File: config.mk
export PLATFORM = sky130hd
export DESIGN_NAME = stream_demux
export DESIGN_NICKNAME = d
export VERILOG_FILES = /design/src/rtl/stream_demux.sv
export SDC_FILE = /design/constraint.sdc
export NUM_CORES = 1
export LEC_CHECK = 0
export BUFFER_PORTS_ARGS = -buffer_cell sky130_fd_sc_hd__buf_2
export CAP_MARGIN = 20
export CORE_MARGIN = 4
export CORE_UTILIZATION = 40
export CTS_CLUSTER_DIAMETER = 150
export DETAILED_ROUTE_END_ITERATION = 10
export PLACE_DENSITY_LB_ADDON = 0.1
export SLEW_MARGIN = 20
export SYNTH_ARGS = -nofsm -noshare
export SYNTH_HDL_FRONTEND = slang
export SYNTH_SLANG_ARGS = --single-unit
File: constraint.sdc
create_clock -name clk -period 2.3 [get_ports clk]
set_clock_uncertainty 0.15 [all_clocks]
set_input_delay 0.23 -clock clk [delete_from_list [all_inputs] [get_ports clk]]
set_output_delay 0.23 -clock clk [all_outputs]
set_load 0.02 [all_outputs]
File: src/rtl/stream_demux.sv
// stream_demux: registered 1:N valid/ready demux with packet-granular routing and out-of-range drop.
// Optional 16-bit saturating drop counter port when STREAM_DEMUX_DROP_CNT_EN is defined.
module stream_demux #(
    parameter int N_OUT  = 8,
    parameter int DATA_W = 8,
    parameter int SEL_W  = (N_OUT > 2) ? $clog2(N_OUT) : 1
) (
    input  logic                      clk,
    input  logic                      rst,
    input  logic [DATA_W-1:0]         s_data,
    input  logic                      s_valid,
    input  logic                      s_last,
    input  logic [SEL_W-1:0]          sel,
    output logic                      s_ready,
    output logic [N_OUT*DATA_W-1:0]   m_data,
    output logic [N_OUT-1:0]          m_valid,
    output logic [N_OUT-1:0]          m_last,
    input  logic [N_OUT-1:0]          m_ready,
`ifdef STREAM_DEMUX_DROP_CNT_EN
    output logic                      err,
    output logic [15:0]               drop_cnt
`else
    output logic                      err
`endif
);
    typedef enum logic [1:0] {IDLE, PASS, DROP} state_t;
    state_t              r_state, w_state_nxt;
    logic [SEL_W-1:0]    r_dest, r_out_dest;
    logic [DATA_W-1:0]   r_out_data;
    logic                r_out_valid, r_out_last, r_err;
    logic                w_acc, w_in_range, w_load, w_bad, w_drain;

    always_ff @(posedge clk or posedge rst) begin
        if (rst) r_state <= IDLE;
        else     r_state <= w_state_nxt;
    end

    // In DROP the input never waits on the output register, which still drains independently.
    always_comb begin
        w_in_range  = 32'(sel) < N_OUT;
        w_drain     = r_out_valid && m_ready[r_out_dest];
        s_ready     = (r_state == DROP) || !r_out_valid || m_ready[r_out_dest];
        w_acc       = s_valid && s_ready;
        w_load      = w_acc && (r_state == PASS || (r_state == IDLE && w_in_range));
        w_bad       = w_acc && r_state == IDLE && !w_in_range;
        w_state_nxt = r_state;
        if (w_acc)
            w_state_nxt = s_last ? IDLE : (r_state != IDLE) ? r_state : w_in_range ? PASS : DROP;
    end

    always_ff @(posedge clk or posedge rst) begin
        if (rst) begin
            r_dest      <= '0;
            r_out_dest  <= '0;
            r_out_data  <= '0;
            r_out_valid <= 1'b0;
            r_out_last  <= 1'b0;
            r_err       <= 1'b0;
        end else begin
            r_err <= w_bad;
            if (w_acc && r_state == IDLE)
                r_dest <= sel;
            if (w_load) begin
                r_out_valid <= 1'b1;
                r_out_data  <= s_data;
                r_out_last  <= s_last;
                r_out_dest  <= (r_state == IDLE) ? sel : r_dest;
            end else if (w_drain) begin
                r_out_valid <= 1'b0;
            end
        end
    end

    assign err = r_err;

    for (genvar k = 0; k < N_OUT; k++) begin : g_lane
        assign m_valid[k]                  = r_out_valid && (32'(r_out_dest) == k);
        assign m_last[k]                   = m_valid[k] && r_out_last;
        assign m_data[k*DATA_W +: DATA_W]  = m_valid[k] ? r_out_data : '0;
    end

`ifdef STREAM_DEMUX_DROP_CNT_EN
    logic [15:0] r_drop_cnt;

    always_ff @(posedge clk or posedge rst) begin
        if (rst)
            r_drop_cnt <= '0;
        else if (w_bad && r_drop_cnt != 16'hFFFF)
            r_drop_cnt <= r_drop_cnt + 16'd1;
    end

    assign drop_cnt = r_drop_cnt;
`endif
endmodule

==> key figures <==
Floorplan
  – Initial Utilization: 41.4%
  – Die extent in x: 66.8 µm
  – Core ar.: 3340 µm²
  – Chip height: 66.8 µm
  – Die area: 4460 µm²
  – Rows: 21
  – IO Pins: 105

Clock network
  – Worst skew pair latency: 0.29 ns
  – Post-CTS Setup Repair Bufs: 0
  – CTS Buf Count: 3
  – CTS tree: done
  – Htree depth: 1
  – Clk sinks: 17
  – Max clock buf depth: 2
  – Clock transition at path regs: 0.10 ns
  – Root Driver: clkbuf_4
  – Post-CTS sizing: 0

Synth
  – Synth unique cells: 24
  – Post-Syn Nets: 169
  – Warnings, synthesis: 0
  – Mean area per synthesized cell: 9.47 µm²
  – #FFs+latches synth: 17
  – Mapped Cells: 146
  – Sequential share of the synthesized area: 30.8%
  – Mapped cell area: 1380 µm²

Detailed routing
  – DR vias/cell: 4.62
  – Vias: 1,381
  – WL/cell: 13.6 µm
  – First drt pass iteration count: 4
  – DRC violations left: 0
  – DR iter-0 viols: 39
  – Final ANT Viol Nets: 0
  – Routed Wire Length: 4050 µm

Setup path
  – Crit path from: r_out_dest[1]$_DFFE_PP0P_
  – WP data required: 1.92 ns
  – Top delay family on crit path: simple AND/OR/NAND/NOR gates
  – Crit start category: flip-flop
  – R2r startpoint: r_out_dest[1]$_DFFE_PP0P_
  – Worst path cell trace: nand2b_1, nor3_2, and2_1, buf_2
  – Critical path buffer and inverter count: 1
  – Kind of critical path: reg -> out
  – CP peak stage delay: 0.49 ns
  – Worst Path Arrival: 1.83 ns
  – Slowest-stage cell, CP: dfrtp_1
  – CP Capture Type: primary output
  – Worst-path fanout max: 10

Finish
  – FF+latch area: 425 µm²
  – Layout area overhead: 43.8%
  – Layout cell share with drive strength beyond 1: 50.6%
  – Commonest non-fill, non-tap cells in the layout: buf_2, and2_1, dfrtp_1, mux2_4, nor2_1
  – # fillers: 326
  – Diode count: 0
  – Fin area: 1990 µm²
  – Most common cell after layout, fill and taps aside: buf_2
  – Area of the multi-input gates: 913 µm²
  – Fin nets: 277

Timing
  – RSZ-0062 raised after global routing: true
  – Final Cycle Share: 96.2%
  – Final hold vios: 0
  – Max Clock Freq: 452 MHz
  – Setup Viol. Count Final: 0
  – Final worst path period need: 2.21 ns
  – Rel. slew slack: 58.2%
  – Slew @ Worst Pin: 0.626 ns
  – Slew Limit Fails: 0
  – Worst setup margin: 0.0866 ns

Global routing
  – Number of global-route vias before repair: 1,246
  – Largest net degree at the start of global routing: 18
  – First-pass GRT wire length: 6270 µm
  – Initial antenna violation count: 0
  – GR Util All Layers: 18.1%
  – Total grt overflow: 0

Power
  – Pwr Density: 1230 nW/µm²
  – Leakage power: 0.00119 µW
  – Maximum vdd drop: 0.666 mV

Min path
  – Hold Startpoint: sel[0]
  – Tightest Hold Check Type: in -> reg

Status
  – Status: finished clean

Place
  – Hpwl dp: 3290 µm
  – PortBufs: 103
  – Place WS: 0.262 ns
  – Placer congestion estimate: 0.816
  – Post-DP Area: 1940 µm²

Job
  – Maxcap violations: 0
-- final timing paths --
check,to,slack [ns],depth (start not counted)
worst min register to register,r_dest[0]$_DFFE_PP0P_,0.35,1
worst min-delay path,r_dest[0]$_DFFE_PP0P_,0.01,2
worst max register to register,r_out_data[5]$_DFFE_PP0P_,0.24,4
worst max-delay path,m_data[0],0.09,4
max in group asynchronous,r_out_data[1]$_DFFE_PP0P_,1.19,3
min in group asynchronous,r_state[0]$_DFFE_PP0P_,0.40,3
-- per-stage QoR --
step | cells | hold slack, ns | TNS (ns) | power (µW) | util, %
floorplan | 146 | 0.00607 | 0 | 1820 | -
finish | 299 | 0.0125 | 0 | 2450 | 59.6
detailed placement | 293 | 0.199 | 0 | 2310 | 58.2
global placement | 293 | 0.196 | 0 | 2300 | 58.2
CTS | 299 | 0.00990 | 0 | 2470 | 59.6
global route | 299 | 0.00949 | -1.15 | 2650 | 59.6
-- worst register-to-register path: cells and delay by family, from the launching register on --
kind	cells	cell delay, ns
muxes	2	0.60
DFF	1	0.49
and+or+nand+nor	1	0.39
AOI/OAI and AO/OA	1	0.32
-- layer usage --
metal / part of all wire (%) / track usage (%) / vias up
li1: - / - / 690
met1: 42 / 23.0 / 624
met2: 47 / 31.6 / 62
met3: 9.5 / 2.19 / 5
met4: 1.1 / 5.84 / 0
met5: 0 / 0 / -
-- power by group --
| part | leakage, µW | switching (µW) | internal, µW | total, µW |
|---|---|---|---|---|
| Clock | 0.0000150 | 91.4 | 67.6 | 159 |
| Sequential | 0.000198 | 277 | 451 | 728 |
| Combinational | 0.000974 | 859 | 706 | 1570 |
| Total | 0.00119 | 1230 | 1220 | 2450 |
-- flip-flops by register name, indices dropped and copies added, names as in the netlist --
name and cells:
r_state 1, r_out_dest 3, r_out_data 8, r_dest 3, r_out_valid 1, r_out_last 1
-- Yosys cell counts (all sizes together) --
cell     n  area [µm²]
nor2b    2        12.5
conb     1        3.75
inv      2        7.51
a32oi    2        17.5
nand3    1        10.0
nor3     2        15.0
nor2     7        26.3
nor3b    1        7.51
dfrtp   17         425
nand2b   3        18.8
buf      5        36.3
nor4     1        21.3
mux2i    4        40.0
and2    72         450
mux2    18         240
and3     1        6.26
nand2    3        11.3
a31oi    2        12.5
a32o     2        20.0
-- cell families (layout without fill, tap and decap cells) --
kind of cell	after synthesis	after routing	synth area share (%)
buf+inv	7	114	3.17
flops	17	17	30.8
compound gates	6	6	3.62
mux	22	22	20.3
simple gates	93	93	41.9
other cells	1	1	0.271
-- timing repair --
| action | 4_1_cts | 5_1_grt |
|---|---|---|
| setup endpoints to repair | 0 | 44 |
| endpoints found under the hold margin | 18 | 0 |
| hold buffers | 2 | 0 |
-- final cells by class --
class	count	area share, %
clock buffers	4	1.32
inverters	2	0.378
multi-input cells	122	45.9
flip-flops and latches	17	21.4
well taps	46	2.89
repair buffers	108	28.1
Power figures use the tool's default switching activity.
